File: config.mk
export PLATFORM = sky130hd
export DESIGN_NAME = uart_rx_fifo
export DESIGN_NICKNAME = d
export VERILOG_FILES = /design/src/rtl/uart_rx_fifo.sv
export SDC_FILE = /design/constraint.sdc
export NUM_CORES = 1
export LEC_CHECK = 0
export ABC_CLOCK_PERIOD_IN_PS = 5600
export CAP_MARGIN = 5
export CORE_MARGIN = 2
export CORE_UTILIZATION = 51
export DETAILED_ROUTE_END_ITERATION = 8
export PLACE_DENSITY = 0.65
export SYNTH_ARGS = -nofsm -noshare
export SYNTH_HDL_FRONTEND = slang
export SYNTH_SLANG_ARGS = --single-unit
File: constraint.sdc
create_clock -name clk -period 5.6 [get_ports clk]
set_clock_uncertainty 0.05 [all_clocks]
set_input_delay 0.84 -clock clk [delete_from_list [all_inputs] [get_ports clk]]
set_output_delay 0.84 -clock clk [all_outputs]
set_load 0.03 [all_outputs]
File: src/rtl/uart_rx_fifo.sv
`default_nettype none
// ============================================================================
// Module   : uart_rx_fifo
// Purpose  : 16x-oversampled UART receiver. Data width, parity mode and stop
//            bit count are configurable. Good words go into a first-word-
//            fall-through FIFO that is read through a valid/ready handshake.
//            Framing, parity and overrun errors are held in sticky flags.
//            The most recent good word is also kept in a separate register.
// Ports    : clk        - system clock
//            rst        - asynchronous reset, active low
//            rx_serial  - asynchronous serial line, idle high
//            rd_data    - FIFO head word
//            rd_valid   - FIFO not empty
//            rd_ready   - consumer pops the head when rd_valid & rd_ready
//            fifo_count - current FIFO occupancy
//            last_byte  - most recent good frame
//            frame_err  - sticky: a stop bit was sampled low
//            parity_err - sticky: parity mismatch
//            overrun    - sticky: a good frame was dropped on a full FIFO
//            err_clr    - synchronous clear of all sticky flags
// Revision : 1.0 - initial release
// ============================================================================
module uart_rx_fifo #(
    parameter int CLK_HZ      = 100_000_000,
    parameter int BAUD        = 115_200,
    parameter int DATA_BITS   = 8,
    parameter int PARITY      = 0,
    parameter int STOP_BITS   = 1,
    parameter int FIFO_DEPTH  = 16,
    parameter int SYNC_STAGES = 2
) (
    input  logic                          clk,
    input  logic                          rst,
    input  logic                          rx_serial,
    output logic [DATA_BITS-1:0]          rd_data,
    output logic                          rd_valid,
    input  logic                          rd_ready,
    output logic [$clog2(FIFO_DEPTH):0]   fifo_count,
    output logic [DATA_BITS-1:0]          last_byte,
    output logic                          frame_err,
    output logic                          parity_err,
    output logic                          overrun,
    input  logic                          err_clr
);

    // Reset value of last_byte: alternating bits with the MSB set.
    function automatic logic [DATA_BITS-1:0] f_alt_pattern();
        logic [DATA_BITS-1:0] v;
        for (int i = 0; i < DATA_BITS; i++) begin
            v[i] = (((DATA_BITS - 1 - i) % 2) == 0);
        end
        return v;
    endfunction

    localparam int                   c_DIV       = (CLK_HZ + 8 * BAUD) / (16 * BAUD);
    localparam int                   c_DIV_W     = (c_DIV > 1) ? $clog2(c_DIV) : 1;
    localparam logic [c_DIV_W-1:0]   c_DIV_LAST  = c_DIV_W'(c_DIV - 1);
    localparam int                   c_AW        = $clog2(FIFO_DEPTH);
    localparam logic [c_AW:0]        c_FULL      = (c_AW + 1)'(FIFO_DEPTH);
    localparam int                   c_BW        = $clog2(DATA_BITS);
    localparam logic [c_BW-1:0]      c_BIT_LAST  = c_BW'(DATA_BITS - 1);
    localparam logic                 c_STOP_LAST = (STOP_BITS == 2) ? 1'b1 : 1'b0;
    localparam logic [DATA_BITS-1:0] c_LAST_RST  = f_alt_pattern();

    typedef enum logic [2:0] {
        S_IDLE  = 3'd0,
        S_START = 3'd1,
        S_DATA  = 3'd2,
        S_PAR   = 3'd3,
        S_STOP  = 3'd4,
        S_BREAK = 3'd5
    } state_t;

    // ------------------------------------------------------------------
    // Input synchroniser and start-edge detection
    // ------------------------------------------------------------------
    logic [SYNC_STAGES-1:0] r_sync;
    logic [SYNC_STAGES-1:0] r_live;
    logic                   r_prev_rx;
    logic                   w_rx;
    logic                   w_start_edge;

    // r_live marks when the synchroniser output reflects the real line
    // rather than its reset fill. r_prev_rx stays 0 until then, so a line
    // held low across reset release never looks like a falling edge.
    always_ff @(posedge clk or negedge rst) begin
        if (!rst) begin
            r_sync    <= '1;
            r_live    <= '0;
            r_prev_rx <= 1'b0;
        end else begin
            r_sync    <= {r_sync[SYNC_STAGES-2:0], rx_serial};
            r_live    <= {r_live[SYNC_STAGES-2:0], 1'b1};
            r_prev_rx <= w_rx & r_live[SYNC_STAGES-1];
        end
    end

    assign w_rx         = r_sync[SYNC_STAGES-1];
    assign w_start_edge = r_prev_rx & ~w_rx;

    // ------------------------------------------------------------------
    // Oversample tick and receive FSM
    // ------------------------------------------------------------------
    state_t              r_state;
    state_t              w_state_nxt;
    logic [c_DIV_W-1:0]  r_div_cnt;
    logic [3:0]          r_phase;
    logic [c_BW-1:0]     r_bit_cnt;
    logic                r_stop_cnt;
    logic [DATA_BITS-1:0] r_shift;
    logic                r_par;

    logic w_tick;
    logic w_mid;
    logic w_end;
    logic w_realign;
    logic w_shift_en;
    logic w_par_en;
    logic w_done;
    logic w_ferr_evt;

    assign w_tick = (r_div_cnt == c_DIV_LAST);
    assign w_mid  = w_tick & (r_phase == 4'd7);
    assign w_end  = w_tick & (r_phase == 4'd15);

    always_ff @(posedge clk or negedge rst) begin
        if (!rst) begin
            r_state <= S_IDLE;
        end else begin
            r_state <= w_state_nxt;
        end
    end

    always_comb begin
        w_state_nxt = r_state;
        w_realign   = 1'b0;
        w_shift_en  = 1'b0;
        w_par_en    = 1'b0;
        w_done      = 1'b0;
        w_ferr_evt  = 1'b0;
        case (r_state)
            S_IDLE: begin
                if (w_start_edge) begin
                    w_realign   = 1'b1;
                    w_state_nxt = S_START;
                end
            end
            S_START: begin
                // A start bit that is already high again at mid-bit is a glitch.
                if (w_mid && w_rx) begin
                    w_state_nxt = S_IDLE;
                end else if (w_end) begin
                    w_state_nxt = S_DATA;
                end
            end
            S_DATA: begin
                w_shift_en = w_mid;
                if (w_end && (r_bit_cnt == c_BIT_LAST)) begin
                    w_state_nxt = (PARITY != 0) ? S_PAR : S_STOP;
                end
            end
            S_PAR: begin
                w_par_en = w_mid;
                if (w_end) begin
                    w_state_nxt = S_STOP;
                end
            end
            S_STOP: begin
                // The frame is closed at mid-point of the last stop bit so the
                // FSM is back in IDLE in time for a back-to-back start bit.
                if (w_mid) begin
                    if (!w_rx) begin
                        w_ferr_evt  = 1'b1;
                        w_state_nxt = S_BREAK;
                    end else if (r_stop_cnt == c_STOP_LAST) begin
                        w_done      = 1'b1;
                        w_state_nxt = S_IDLE;
                    end
                end
            end
            S_BREAK: begin
                if (w_rx) begin
                    w_state_nxt = S_IDLE;
                end
            end
            default: begin
                w_state_nxt = S_IDLE;
            end
        endcase
    end

    always_ff @(posedge clk or negedge rst) begin
        if (!rst) begin
            r_div_cnt  <= '0;
            r_phase    <= '0;
            r_bit_cnt  <= '0;
            r_stop_cnt <= 1'b0;
            r_shift    <= '0;
            r_par      <= 1'b0;
        end else begin
            if (w_realign || w_tick) begin
                r_div_cnt <= '0;
            end else begin
                r_div_cnt <= r_div_cnt + 1'b1;
            end

            if (r_state == S_IDLE) begin
                r_phase <= '0;
            end else if (w_tick) begin
                r_phase <= r_phase + 1'b1;
            end

            if (r_state != S_DATA) begin
                r_bit_cnt <= '0;
            end else if (w_end) begin
                r_bit_cnt <= r_bit_cnt + 1'b1;
            end

            if (r_state != S_STOP) begin
                r_stop_cnt <= 1'b0;
            end else if (w_end) begin
                r_stop_cnt <= 1'b1;
            end

            // LSB arrives first, so shift in from the top.
            if (w_shift_en) begin
                r_shift <= {w_rx, r_shift[DATA_BITS-1:1]};
            end

            if (w_par_en) begin
                r_par <= w_rx;
            end
        end
    end

    // ------------------------------------------------------------------
    // Frame evaluation
    // ------------------------------------------------------------------
    logic w_ones_odd;
    logic w_par_ok;
    logic w_good;
    logic w_par_evt;

    assign w_ones_odd = (^r_shift) ^ r_par;

    always_comb begin
        w_par_ok = 1'b1;
        if (PARITY == 1) begin
            w_par_ok = w_ones_odd;
        end else if (PARITY == 2) begin
            w_par_ok = ~w_ones_odd;
        end
    end

    assign w_good    = w_done & w_par_ok;
    assign w_par_evt = w_done & ~w_par_ok;

    // ------------------------------------------------------------------
    // FIFO
    // ------------------------------------------------------------------
    logic [DATA_BITS-1:0] r_mem [FIFO_DEPTH];
    logic [c_AW-1:0]      r_wr_ptr;
    logic [c_AW-1:0]      r_rd_ptr;
    logic [c_AW:0]        r_count;
    logic                 w_full;
    logic                 w_pop;
    logic                 w_push;
    logic                 w_ovr_evt;

    assign w_full    = (r_count == c_FULL);
    assign w_pop     = rd_valid & rd_ready;
    // A pop in the same cycle frees the slot, so a full FIFO still accepts.
    assign w_push    = w_good & (~w_full | w_pop);
    assign w_ovr_evt = w_good & w_full & ~w_pop;

    always_ff @(posedge clk) begin
        if (w_push) begin
            r_mem[r_wr_ptr] <= r_shift;
        end
    end

    always_ff @(posedge clk or negedge rst) begin
        if (!rst) begin
            r_wr_ptr <= '0;
            r_rd_ptr <= '0;
            r_count  <= '0;
        end else begin
            if (w_push) begin
                r_wr_ptr <= r_wr_ptr + 1'b1;
            end
            if (w_pop) begin
                r_rd_ptr <= r_rd_ptr + 1'b1;
            end
            case ({w_push, w_pop})
                2'b10:   r_count <= r_count + 1'b1;
                2'b01:   r_count <= r_count - 1'b1;
                default: r_count <= r_count;
            endcase
        end
    end

    assign rd_data    = r_mem[r_rd_ptr];
    assign rd_valid   = (r_count != '0);
    assign fifo_count = r_count;

    // ------------------------------------------------------------------
    // Last good word and sticky error flags (set wins over clear)
    // ------------------------------------------------------------------
    logic [DATA_BITS-1:0] r_last_byte;
    logic                 r_frame_err;
    logic                 r_parity_err;
    logic                 r_overrun;

    always_ff @(posedge clk or negedge rst) begin
        if (!rst) begin
            r_last_byte  <= c_LAST_RST;
            r_frame_err  <= 1'b0;
            r_parity_err <= 1'b0;
            r_overrun    <= 1'b0;
        end else begin
            if (w_good) begin
                r_last_byte <= r_shift;
            end

            if (w_ferr_evt) begin
                r_frame_err <= 1'b1;
            end else if (err_clr) begin
                r_frame_err <= 1'b0;
            end

            if (w_par_evt) begin
                r_parity_err <= 1'b1;
            end else if (err_clr) begin
                r_parity_err <= 1'b0;
            end

            if (w_ovr_evt) begin
                r_overrun <= 1'b1;
            end else if (err_clr) begin
                r_overrun <= 1'b0;
            end
        end
    end

    assign last_byte  = r_last_byte;
    assign frame_err  = r_frame_err;
    assign parity_err = r_parity_err;
    assign overrun    = r_overrun;

endmodule
`default_nettype wire

# Word level (Yosys, flattened, before mapping)
# Memories as Yosys holds them, arrays and structs flattened.
# Index checks and enable logic that the tools add are counted.
dict set report op_classes {
  addsub 7
  mul 0
  div 0
  order_cmp 0
  n_eq_ne 21
  shift 0
  mux 33
  n_bitwise 12
  n_reduce_logical 12
}
# operator n
set op_table {}
lappend op_table {{$mux 3} 11}
lappend op_table {{$pmux 3 s6} 1}
lappend op_table {{$mux 1} 17}
lappend op_table {{$add 4x1->4 const B} 3}
lappend op_table {{$reduce_bool 2->1} 6}
lappend op_table {{$ne 2x2->1 const B} 5}
lappend op_table {{$pmux 5 s2} 1}
lappend op_table {{$eq 3x3->1 const B} 3}
lappend op_table {{$ne 3x3->1 const B} 3}
lappend op_table {{$and 1x1->1} 8}
lappend op_table {{$mux 4} 2}
lappend op_table {{$reduce_and 7->1} 1}
lappend op_table {{$add 6x1->6 const B} 1}
lappend op_table {{$eq 3x2->1 const B} 2}
lappend op_table {{$eq 6x6->1 const B} 1}
lappend op_table {{$mux 6} 1}
lappend op_table {{$add 5x1->5 const B} 1}
lappend op_table {{$eq 5x5->1 const B} 1}
lappend op_table {{$reduce_bool 5->1} 1}
lappend op_table {{$sub 5x1->5 const B} 1}
lappend op_table {{$eq 4x3->1 const B} 1}
lappend op_table {{$eq 4x4->1 const B} 1}
lappend op_table {{$add 3x1->3 const B} 1}
lappend op_table {{$eq 3x1->1 const B} 1}
lappend op_table {{other kinds (8)} 11}
dict set report totals {
  register_bits 53
  latchBits 0
  ram_bits 128
  rom_bits 0
  inputBits 5
  out_inout_bits 25
  n_memories 1
}
# name words word_bits rd rd_ports_with_merged_regs write_ports line
set memory_table {}
lappend memory_table {r_mem 16 8 1 0 1 261} ;# logic [DATA_BITS-1:0] r_mem [FIFO_DEPTH];

# Logic depth before layout (Yosys ltp)
# Gate-level depths: netlist of run 1.
dict set report depth {
  word_depth 7
  ltp_mapped 16
  ltp_nobuf 14
}

# Least setup slack after synthesis of run 1
# OpenSTA, ideal clock, no wires.
dict set report synth_path {
  path_type {register to register}
  from {reg r_count[1] (netlist: fifo_count[1])}
  to {reg r_count[4] (netlist: fifo_count[4])}
  arrival_ns 3.098
  path_slack_ns 2.316
  stages_incl_launch_ff 14
  period_less_slack_ns 3.284
  path_cell_list {dfrtp_1 or4_1 or2_1 and2_1 clkbuf_1 ha_1 clkbuf_1 xor2_1 ha_1 o211ai_1 a21oi_1 a21oi_1 nor2_1 xor2_1}
}
dict set report synth_via {
  elab_chain_len 6
  elab_cells_between_ends 12
  classes_between {2 x add/sub; 3 x eq/ne; 1 x mux; 4 x bitwise; 2 x reduce/logical}
}
# item line
set synth_rtl {}
lappend synth_rtl {{from (decl)} 264} ;# logic [c_AW:0] r_count;
lappend synth_rtl {{from (signal assigned)} 295} ;# 2'b10: r_count <= r_count + 1'b1;
lappend synth_rtl {{from (signal assigned)} 296} ;# 2'b01: r_count <= r_count - 1'b1;
lappend synth_rtl {{from (signal assigned)} 297} ;# default: r_count <= r_count;
lappend synth_rtl {{$reduce_bool 5->1 *} 303} ;# assign rd_valid = (r_count != '0);
lappend synth_rtl {{net rd_valid} 36} ;# output logic rd_valid,
lappend synth_rtl {{$and 1x1->1 *} 271} ;# assign w_pop = rd_valid & rd_ready;
lappend synth_rtl {{net w_pop} 266} ;# logic w_pop;
lappend synth_rtl {{$or 1x1->1} 273} ;# assign w_push = w_good & (~w_full | w_pop);
lappend synth_rtl {{$and 1x1->1} 273}
lappend synth_rtl {{$eq 2x1->1 / $eq 2x2->1 (equally long branches)} 294} ;# case ({w_push, w_pop})
lappend synth_rtl {{$pmux 5 s2 / $reduce_bool 2->1 (equally long branches)} -}
# Mark *: on every way through the listed nets, which the timed path passes. The rest lies on a longest branch.
# A chain may end at the register's enable or synchronous reset.

# Worst setup path in the final report of run 1
dict set report layout_path {
  from {reg r_rd_ptr[0]}
  to {out rd_data[3]}
}
dict set report layout_via {
  elab_chain_len 1
}
# item line
set layout_rtl {}
lappend layout_rtl {{from (decl)} 263} ;# logic [c_AW-1:0] r_rd_ptr;
lappend layout_rtl {{from (signal assigned)} 292} ;# r_rd_ptr <= r_rd_ptr + 1'b1;
lappend layout_rtl {{$mem_v2 16x8} -}
lappend layout_rtl {{to (decl)} 35} ;# output logic [DATA_BITS-1:0] rd_data,
# No other way between the ends.

==> impl_metrics.toml, run 1 <==
[floorplan]
coreArea_um2 = 14420
core.rowCount = 44
num_io_pins = 30
start_util = 0.5161
die_x_um = 124.8
die_area_um2 = 15580
chipHeight_um = 124.8

[job]
maxCapViolCount = 0

[route]
first_pass_iters = 5
drt_iter0_drc = 352
wl_per_cell_um = 21.33
routed_wirelength_mm = 14.25
post-route-drc-count = 0
antenna_left = 0
routed_via_density = 5.672
vias = 3789

[yosys]
yosysUniqueCellTypes = 49
syn_nets = 456
ys_ff_latch = 181
async_reset_ff_frac = 0.2928
synth-edff-count = 128
synth_sequential_area_ratio = 0.6955
yosys_warnings = 0
syn_inst = 437
netlist_area_um2 = 7445
synth_flop_cell = "edfxtp_1"
synth_area_per_cell_um2 = 17.04

[place]
place.gp.congestion = 0.7822
port_buffers = 28
dpl.hpwl_mm = 8.851

[final_layout]
final_net_count = 490
drive_above_1_share = 0.2335
insertedDiodeCount = 0
fin_util = 0.5919
area_growth_pct = 14.67

[sta]
max-slew-margin-rel = 0.2972
fmaxAchievable_mhz = 236.5
fin_crit_sh = 0.7549
final.setup.tns_ns = 0
rsz0062_at_grt = "no"
period_needed_ns = 4.228
hold_viol = 0
tightest_slew_ns = 1.050
setup_viol = 0
drv_slew = 0

[clocking]
cts_made_buffers = 17
htree_levels = 4
hold_buffers = 0
cts_resized = 0
worstSkewPairLatency_ns = 0.42
cts_tree = "done"
clockRootBuffer = "clkbuf_16"
post_cts.repair.setup_buffers = 0
cts_num_sinks = 181
cts.clk_slew.worst_paths_ns = 0.06
ctsLongestPathBuffers = 2

[global_routing]
grt_util_all_layers = 0.1979
grt_antenna_before_repair = 0
grt_max_degree = 54
grt_pass1_vias = 4014
grt-ovfl-total = 0
grt_first_pass_wirelength_mm = 22.71

[worst_setup_path]
crit_required_ns = 4.71
reg2reg_slack_ns = 1.99
worstReg2RegEnd = "fifo_count[4]"
cp-start-kind = "register"
r2r-start = "fifo_count[1]"
criticalPathCategory = "reg -> out"
critPathCaptureType = "output port"
arrival_ns = 3.34
path_max_fanout = 25
r2r_cells = 12

[power_and_ir_drop]
power.density_nw_per_um2 = 408.6
p_leak_nw = 3.276
irDropWorstVdd_mv = 0.2612

[min_path]
worstHoldStart = "r_live[0]"
worstHoldPathType = "reg -> reg"
hold_path_depth = 0
whs_endpoint = "r_live[1]"

[status]
outcome = "completed"
-- worst max-delay path by stage --
stage                             start             to  cells past startpoint
final                       r_rd_ptr[0]     rd_data[3]                      4
after global routing        r_rd_ptr[0]     rd_data[4]                      4
after CTS                   r_rd_ptr[0]     rd_data[3]                      4
after detailed placement    r_rd_ptr[0]     rd_data[3]                      4
after global placement      r_rd_ptr[0]     rd_data[5]                      4
after floorplan           fifo_count[1]  fifo_count[4]                     13
-- where the power goes --
part	switching, mW	total [mW]	internal (mW)
clock network	0.492	1.17	0.681
registers	0.167	1.65	1.48
logic	0.326	0.667	0.341
total	0.985	3.49	2.50
-- cell usage in the layout (no fill, tap or decap), types with 13 or more instances in the layout --
| cell | instances |
|---|---|
| ha_1 | 14 |
| nor2_1 | 29 |
| nand2_1 | 37 |
| inv_1 | 13 |
| clkbuf_16 | 21 |
| edfxtp_1 | 128 |
| mux4_2 | 40 |
| dfrtp_1 | 46 |
| clkdlybuf4s50_1 | 27 |
-- Yosys cell counts, drive strengths merged, types with 2 or more instances --
library cell,number,share of area
a21oi,7,0.0047
a221oi,2,0.0024
and2,10,0.0084
buf,7,0.0055
clkbuf,13,0.0066
conb,2,0.0010
dfrtp,47,0.16
dfstp,6,0.021
edfxtp,128,0.52
ha,14,0.024
inv,13,0.0066
mux2,12,0.018
mux2i,3,0.0040
mux4,40,0.12
nand2,38,0.019
nand2b,2,0.0017
nand3,3,0.0020
nand4,5,0.0050
nor2,30,0.015
nor2b,2,0.0017
nor3,4,0.0034
nor3b,4,0.0069
nor4,5,0.0042
o21ai,5,0.0034
o21bai,2,0.0020
or2,2,0.0017
or4,2,0.0025
xnor2,8,0.0094
xor2,12,0.014
-- routing by layer --
| metal | global-route usage | share of wire |
|---|---|---|
| met4 | 0.06144 | 0.012 |
| met2 | 0.3105 | 0.49 |
| met1 | 0.2803 | 0.46 |
| met3 | 0.04553 | 0.044 |
| met5 | 0 | 0 |
-- worst max-delay path, stage by stage, from the launching register on --
cell	delay, ns
dfrtp_2	0.92
buf_4	0.38
mux4_2	0.53
mux4_2	0.48
clkdlybuf4s50_1	0.60
-- sequential cells by signal, summed over array words and instances (netlist names) --
signal and cells:
r_prev_rx 1, frame_err 1, fifo_count 5, r_shift 8, r_rd_ptr 4, overrun 1, r_bit_cnt 3, last_byte 8
r_live 2, r_div_cnt 6, r_state 3, r_stop_cnt 1, r_wr_ptr 4, r_phase 4, r_mem 128, r_sync 2
-- per-stage QoR --
| stage | total power, mW | instances | hold WS, ns | instance area [µm²] | setup WS [ns] |
|---|---|---|---|---|---|
| 2_1_floorplan | 2.139 | 437 | 0.2812 | 7445 | 2.316 |
| 3_3_place_gp | 2.339 | 636 | 0.2816 | 7939 | 1.746 |
| 3_5_place_dp | 2.356 | 636 | 0.2879 | 7939 | 1.730 |
| 4_1_cts | 3.522 | 668 | 0.3031 | 8537 | 1.283 |
| 5_1_grt | 3.645 | 668 | 0.3144 | 8537 | 1.156 |
| 6_report | 3.488 | 668 | 0.3017 | 8537 | 1.372 |
-- cells by family after synthesis --
logic type                 synth area share
xor gates and xnor gates            0.02353
muxes                                0.1432
DFF                                  0.6955
other                              0.001009
AOI/OAI and AO/OA                   0.01916
buffers and inverters               0.01866
adders and majority gates           0.02353
and+or+nand+nor                     0.07546
-- area by class of cell --
class                      instances  area [µm²]
clock inverter                     9       60.06
timing repair buffer              35       327.8
tap                              184       230.2
inverter                          13       48.80
fill                            1100        5887
clock buffer                      23       538.0
multi-input combinational        223        2153
sequential                       181        5179
(Power assumes the default switching activity.)
==> run 2, diff against run 1 <==
--- a/config.mk
+++ b/config.mk
@@ -5,7 +5,7 @@
 export SDC_FILE = /design/constraint.sdc
 export NUM_CORES = 1
 export LEC_CHECK = 0
-export ABC_CLOCK_PERIOD_IN_PS = 5600
+export ABC_CLOCK_PERIOD_IN_PS = 4400
 export CAP_MARGIN = 5
 export CORE_MARGIN = 2
 export CORE_UTILIZATION = 51
==> constraint.sdc (replaced) <==
create_clock -name clk -period 4.4 [get_ports clk]
set_clock_uncertainty 0.05 [all_clocks]
set_input_delay 0.66 -clock clk [delete_from_list [all_inputs] [get_ports clk]]
set_output_delay 0.66 -clock clk [all_outputs]
set_load 0.03 [all_outputs]
==> impl_metrics.toml, run 2 (synthesis results as in run 1) <==
[sta]
drv_slew = 0
setup_viol = 0
hold_viol = 0
final.setup.tns_ns = 0
fmaxAchievable_mhz = 278.4
worst_hold_slack_ns = 0.2591
tightest_slew_ns = 0.9768
rsz0062_at_grt = "no"
max-slew-margin-rel = 0.3439
fin_crit_sh = 0.8163
period_needed_ns = 3.592

[worst_setup_path]
crit_chain = "buf_12 -> mux4_2 -> mux4_2 -> clkdlybuf4s50_1"
max_stage_delay_ns = 0.62
crit_required_ns = 3.69
path_max_fanout = 30
cp_num_buf_inv = 2
critical_path.top_delay_family = "multiplexers"
crit_cells = 4
arrival_ns = 2.88
cp-start-kind = "register"
criticalPathCategory = "reg -> out"
r2r_cells = 13
critPathCaptureType = "output port"
cpMaxStageDelayCell = "clkdlybuf4s50_1"
critPathMostFrequentCell = "mux4_2"

[clocking]
cts_tree = "done"
cts_resized = 0
hold_buffers = 0
htree_levels = 4
ctsLongestPathBuffers = 2
cts_made_buffers = 17
worstSkewPairLatency_ns = 0.43
cts_num_sinks = 181
cts.clk_slew.worst_paths_ns = 0.06
clockRootBuffer = "clkbuf_16"
post_cts.repair.setup_buffers = 0

[job]
maxCapViolCount = 0

[route]
vias = 3818
routed-wl-met3_um = 994
post-route-drc-count = 0
antenna_left = 0
top_layer_used = "met4"
routed_via_density = 5.707
wl_met2_mm = 6.696
wl_met1_mm = 6.496
wl_per_cell_um = 21.55
routed_wirelength_mm = 14.42
first_pass_iters = 5
drt_iter0_drc = 320

[global_routing]
grt_pass1_vias = 3963
grt_first_pass_wirelength_mm = 23.04
grt-ovfl-total = 0
grt_antenna_before_repair = 0
grt_max_degree = 35
grt_util_all_layers = 0.2008

[floorplan]
num_io_pins = 30
core.rowCount = 44
die_x_um = 124.8
die_area_um2 = 15580
coreArea_um2 = 14420
start_util = 0.5161
chipHeight_um = 124.8

[final_layout]
layout.cells.most_common = "edfxtp_1"
drive_above_1_share = 0.2247
final_net_count = 491
area_growth_pct = 14.99
largest_reg_flops = 128
insertedDiodeCount = 0
regMostFlops = "r_mem"
final_cell_mix = "128 x edfxtp_1, 46 x dfrtp_1, 40 x mux4_2"
instances_no_fill = 669

[min_path]
worstHoldPathType = "in -> async"

[place]
dpl.hpwl_mm = 9.037
placedCellCount = 637
port_buffers = 28
place.gp.congestion = 0.8458

[power_and_ir_drop]
finalPower_mw = 4.410
power.density_nw_per_um2 = 515.2
p_leak_nw = 3.264
irDropWorstVdd_mv = 0.4617

[status]
outcome = "completed"
[run 2: where the power goes]
group	total [mW]	switching, mW	internal [mW]
clock	1.45	0.605	0.841
combinational	0.908	0.464	0.444
sequential	2.06	0.170	1.89
[run 2: worst paths after layout]
kind	start	endpoint	slack, ns
setup / recovery	r_rd_ptr[0]	rd_data[6]	0.81
hold / removal	rst	r_bit_cnt[0]	0.26
setup reg to reg	fifo_count[1]	fifo_count[4]	1.08
hold reg to reg	r_live[0]	r_live[1]	0.30
max in group asynchronous	rst	r_sync[1]	3.22
min in group clk	r_live[0]	r_live[1]	0.30
[run 2: layout make-up]
type	instances	area (µm²)
timing repair buffer	36	347.8
inverter	13	48.80
multi-input combinational	223	2188
clock buffer	25	495.5
tap	184	230.2
sequential	181	5179
clock inverter	7	71.32
fill	1112	5863
[run 2: stage by stage]
stage                     utilization  instance area (µm²)  setup slack [ns]
after global placement         0.5542                 7994             1.101
after global routing           0.5935                 8561            0.6974
final                          0.5935                 8561            0.8084
after floorplan                     -                 7445             1.116
after detailed placement       0.5542                 7994             1.008
after CTS                      0.5935                 8561            0.7429
[run 2: layer usage]
metal  vias up  global-route usage
met5         -                   0
met4         0             0.08170
met3        15             0.04639
met2       125              0.2919
met1      1958              0.2974
li1       1720                   -
==> run 3, diff against run 2 <==
--- a/config.mk
+++ b/config.mk
@@ -5,12 +5,12 @@
 export SDC_FILE = /design/constraint.sdc
 export NUM_CORES = 1
 export LEC_CHECK = 0
-export ABC_CLOCK_PERIOD_IN_PS = 4400
+export ABC_CLOCK_PERIOD_IN_PS = 2900
 export CAP_MARGIN = 5
 export CORE_MARGIN = 2
 export CORE_UTILIZATION = 51
 export DETAILED_ROUTE_END_ITERATION = 8
-export PLACE_DENSITY = 0.65
+export PLACE_DENSITY = 0.67
 export SYNTH_ARGS = -nofsm -noshare
 export SYNTH_HDL_FRONTEND = slang
 export SYNTH_SLANG_ARGS = --single-unit
==> constraint.sdc (replaced) <==
create_clock -name clk -period 2.9 [get_ports clk]
set_clock_uncertainty 0.05 [all_clocks]
set_input_delay 0.435 -clock clk [delete_from_list [all_inputs] [get_ports clk]]
set_output_delay 0.435 -clock clk [all_outputs]
set_load 0.03 [all_outputs]
==> impl_metrics.toml, run 3 (synthesis results as in run 1) <==
[status]
outcome = "completed"

[final_layout]
insertedDiodeCount = 0
layout.cells.most_common = "edfxtp_1"
instances_no_fill = 711
regMostFlops = "r_mem"
seqCellArea_um2 = 5182
multi_input_area_um2 = 2202
drive_above_1_share = 0.3359
final_net_count = 533
largest_reg_flops = 128
final_cell_mix = "128 x edfxtp_1, 43 x dfrtp_1, 43 x buf_4"
area_growth_pct = 20.34
fill_cells = 1052
fin_area_um2 = 8959

[job]
maxCapViolCount = 0

[route]
antenna_left = 0
wl_per_cell_um = 21.49
vias = 4035
post-route-drc-count = 0
drt_iter0_drc = 401
first_pass_iters = 5
routed_wirelength_mm = 15.28
routed_via_density = 5.675

[sta]
setup_viol = 0
tightest_slew_ns = 0.6543
fin_crit_sh = 0.9871
period_needed_ns = 2.863
setup_slack_ns = 0.03748
max-slew-margin-rel = 0.5638
rsz0062_at_grt = "yes"
hold_viol = 0
fmaxAchievable_mhz = 349.3
drv_slew = 0

[power_and_ir_drop]
p_int_mw = 5.032
pwr-share-comb = 0.233
p_leak_nw = 3.530
clock_power_share = 0.334
irDropWorstVdd_mv = 0.5000
power.density_nw_per_um2 = 782.6
seqPwrFrac = 0.432
switching_share = 0.2822
power.switching_mw = 1.979

[worst_setup_path]
r2r_cells = 14
cp-start-kind = "register"
r2r-start = "r_div_cnt[1]"
cp-endpoint = "fifo_count[4]"
crit_required_ns = 3.16
arrival_ns = 3.13
path_max_fanout = 7
worstReg2RegEnd = "fifo_count[4]"
crit_chain = "inv_1 -> ha_2 -> nand4b_1 -> or4_4 -> or3_4 -> ha_4 -> xor2_1 -> ha_2 -> inv_2 -> o21ai_2 -> a21oi_2 -> a21oi_1 -> nor2_1 -> xor2_1"
cpMaxStageDelayCell = "or4_4"
reg2reg_slack_ns = 0.04
max_stage_delay_ns = 0.43
criticalPathCategory = "reg -> reg"
critPathCaptureType = "register"
critPathLaunch = "r_div_cnt[1]"

[clocking]
ctsLongestPathBuffers = 2
htree_levels = 4
cts_tree = "done"
cts_made_buffers = 17
worstSkewPairLatency_ns = 0.43
cts_num_sinks = 181
cts.clk_slew.worst_paths_ns = 0.06
clockRootBuffer = "clkbuf_16"

[floorplan]
chipHeight_um = 124.8
die_area_um2 = 15580
num_io_pins = 30
coreArea_um2 = 14420
start_util = 0.5161
core.rowCount = 44
die_x_um = 124.8

[place]
placedCellCount = 674
pre_cts_slack_ns = -0.03095
place_area_um2 = 8314
dpl.hpwl_mm = 9.905
port_buffers = 28
place.gp.congestion = 0.8219

[min_path]
hold_path_depth = 0
worstHoldPathType = "reg -> reg"

[global_routing]
grt_antenna_before_repair = 0
grt_pass1_vias = 4100
grt_first_pass_wirelength_mm = 23.70
grt-ovfl-total = 0
grt_util_all_layers = 0.2051
grt_max_degree = 36
==> run 3: cell count changes in the layout (fill, tap and decap cells not counted), moves of 3 or more <==
cell	before	now
buf_4	7	43
buf_2	1	9
clkdlybuf4s50_1	27	19
ha_1	14	9
buf_12	1	5
ha_2	0	4
nor4_2	0	4
nor4_4	4	0
clkbuf_8	4	1
clkinv_2	1	4
dfrtp_1	46	43
dfrtp_2	1	4
==> run 3: metrics by stage <==
step / hold slack, ns / power (mW) / utilization / setup TNS [ns]
floorplan: 0.08941 / 4.174 / - / -0.2843
global route: 0.3116 / 7.306 / 0.6211 / -0.1443
global placement: 0.2866 / 4.691 / 0.5764 / 0
detailed placement: 0.2863 / 4.720 / 0.5764 / -0.04489
CTS: 0.3069 / 7.067 / 0.6202 / 0
finish: 0.3061 / 7.011 / 0.6211 / 0
==> run 3: metal layers <==
metal | global-route usage | part of all wire
met1 | 0.2944 | 0.44
met2 | 0.3202 | 0.49
met3 | 0.04081 | 0.057
met4 | 0.06797 | 0.016
met5 | 0 | 0
==> run 3: layout make-up <==
cell class                 instances  share of cell area
sequential                       181              0.5785
clock buffer                      20             0.04986
tap                              184             0.02570
multi-input combinational        223              0.2458
clock inverter                    12             0.01704
inverter                          13            0.005447
timing repair buffer              78             0.07765
==> run 3: critical path: cells and delay by family, from the launching register on <==
family | cells | cell delay, ns
AOI/OAI and AO/OA | 3 | 0.37
DFF | 1 | 0.40
and+or+nand+nor | 4 | 0.94
xor gates and xnor gates | 2 | 0.28
buffers and inverters | 2 | 0.11
adders and majority gates | 3 | 0.59
==> run 3: how the worst min path moves through the flow <==
stage,startpoint,endpoint
floorplan,rst,fifo_count[0]
global placement,r_live[0],r_live[1]
detailed placement,r_live[0],r_live[1]
CTS,r_sync[0],r_sync[1]
global route,r_sync[0],r_sync[1]
finish,r_sync[0],r_sync[1]
==> run 3: what timing repair did <==
item                       in CTS  in global routing
hold endpoints to repair       14                  0
hold buffers                    1                  0
setup buffers                   0                  3
cloned                          1                  0
setup endpoints to repair      10                 16
resized for setup              33                 16
pin swaps                       0                  4
==> run 3: power by group through the flow <==
stage | clock network, mW | logic, mW | registers, mW
6_report | 2.34 | 1.64 | 3.03
5_1_grt | 2.49 | 1.77 | 3.05
4_1_cts | 2.38 | 1.66 | 3.02
3_5_place_dp | 0 | 1.65 | 3.07
3_3_place_gp | 0 | 1.63 | 3.06
2_1_floorplan | 0 | 1.10 | 3.08
==> RTL change (flow settings as in run 1) <==
The parameter `PARITY` goes from 0 to 1.
--- a/src/rtl/uart_rx_fifo.sv
+++ b/src/rtl/uart_rx_fifo.sv
@@ -25,5 +25,5 @@
     parameter int BAUD        = 115_200,
     parameter int DATA_BITS   = 8,
-    parameter int PARITY      = 0,
+    parameter int PARITY      = 1,
     parameter int STOP_BITS   = 1,
     parameter int FIFO_DEPTH  = 16,
Function: no difference found for any inputs over 10 cycles, from zero or initial values and one cycle with rst low; that may be too few to reach the edited logic, so the function may still have changed.
==> RTL change against run 1 <==
Synthesized cell count decreased by 1.6%; wire length increased by 1.1%; cell area increased by 0.18%; sequential cell count increased by 2; worst setup slack got worse by 0.028 ns; first-iteration DRC count decreased by 18%; worst hold slack improved by 0.0040 ns; maximum frequency decreased by 0.66%; die area increased by 1.3%; utilization decreased by 0.12 points; area after synthesis increased by 1.3%.
Power is not compared: it rests on default switching activity, and its combinational part moved more than twofold at a synthesized area within 25%.
==> RTL change: results (changes against run 1) <==
stage,metric,value,unit,change
synthesis,synth_cell_types,47,,-4.1%
grt,grt_max_degree,56,,+3.7%
layout,fill_cells,1073,,-2.5%
synthesis,yosysSeqAreaShare,0.693,,-0.00236
layout,fin_nets,478,,-2.4%
synthesis,yosys-top-cells-count,"edfxtp_1 (128), dfrtp_1 (49), mux4_2 (40)",,
grt,grt_use_met2,0.321,,+0.0110
timing,worst_slew_pin_slew,0.999,ns,-0.0518 ns
grt,grt_usage,0.195,,-0.00288
grt,grt_pass1_wl,22700,µm,about the same
placed_design,port_buffers,29,,+3.6%
layout,multi_input_cells,217,,-2.7%
layout,inverters,9,,-4
worst_setup_path,crit_fanout,28,,+12%
grt,grt_pass1_vias,3935,,-2.0%
worst_setup_path,arrival,3.37,ns,+0.03 ns
synthesis,synth-async-reset-ratio,0.301,,+0.00773
floorplanning,fp.coreArea,14500,µm²,+0.38%
layout,seq_area_frac,0.612,,+0.00493
min_path,worstHoldStart,r_sync[0],,
placed_design,place_hpwl,8950,µm,+1.1%
layout,multi_input_area_share,0.259,,+0.00702
layout,buf_share,0.0351,,-0.00329
grt,gr-usage-met1,0.261,,-0.0188
layout,signal_buffers,31,,-11%
detailed_routing,avgRoutedWirePerCell,22.0,µm,+3.0%
placed_design,gp_congestion,0.788,,+0.77%
synthesis,synth_nets,449,,-1.5%
placed_design,dpl_cell_area,8010,µm²,+0.91%
detailed_routing,drt-initial-drc-count,290,,-18%
layout,drive_gt1_frac,0.229,,-0.00466
synthesis,synth.ff_latch_count,183,,+1.1%
layout,nClkBuffers,25,,+8.7%
worst_setup_path,reg2reg_from,r_shift[6],,
status,outcome,completed,,
placed_design,pre_cts_ws,1.73,ns,+0.00355 ns
synthesis,synthCells,430,,-1.6%
[RTL change: cell count changes in the layout (fill, tap and decap cells not counted), moves of 3 or more]
cell	before	now
clkbuf_1	0	4
buf_4	7	2
mux2_2	12	19
clkbuf_16	21	18
and2_1	10	4
xnor2_1	8	14
nor4_2	4	0
nand3_1	3	6
nor3_2	1	4
inv_1	13	9
nand4_1	4	9
nand2_1	37	16
[RTL change: worst paths after layout]
check	to	slack, ns	depth (start not counted)
setup reg to reg	fifo_count[4]	1.81	12
min in group asynchronous	r_live[0]	0.49	2
setup / recovery	rd_data[6]	1.34	4
max in group asynchronous	r_rd_ptr[0]	4.51	2
hold / removal	r_sync[1]	0.31	0
hold reg to reg	r_sync[1]	0.31	0
[RTL change: cell families after synthesis]
kind of cell,Yosys count,synth area share
DFF,183,0.693
and+or+nand+nor,86,0.0561
muxes,62,0.152
buffers and inverters,30,0.0156
AOI/OAI and AO/OA,27,0.0239
xor gates and xnor gates,27,0.0358
adders and majority gates,14,0.0232
other,1,0.000497
[RTL change: where the power goes]
| part | switching (mW) | internal, mW | leakage (nW) |
|---|---|---|---|
| Sequential | 0.0441 | 1.47 | 2.14 |
| Combinational | 0.0733 | 0.0570 | 0.893 |
| Clock | 0.472 | 0.613 | 0.267 |
| Total | 0.589 | 2.14 | 3.30 |
[RTL change: per-layer routing]
metal | share of wire | vias to the layer above
li1 | - | 1712
met2 | 0.51 | 101
met1 | 0.43 | 2008
met4 | 0.014 | 0
met3 | 0.044 | 18
met5 | 0 | -
[RTL change: critical path, stage by stage, from the launching register on]
cell and delay, ns:
dfrtp_2 0.99, buf_4 0.34, mux4_2 0.52, mux4_2 0.47, clkdlybuf4s50_1 0.61
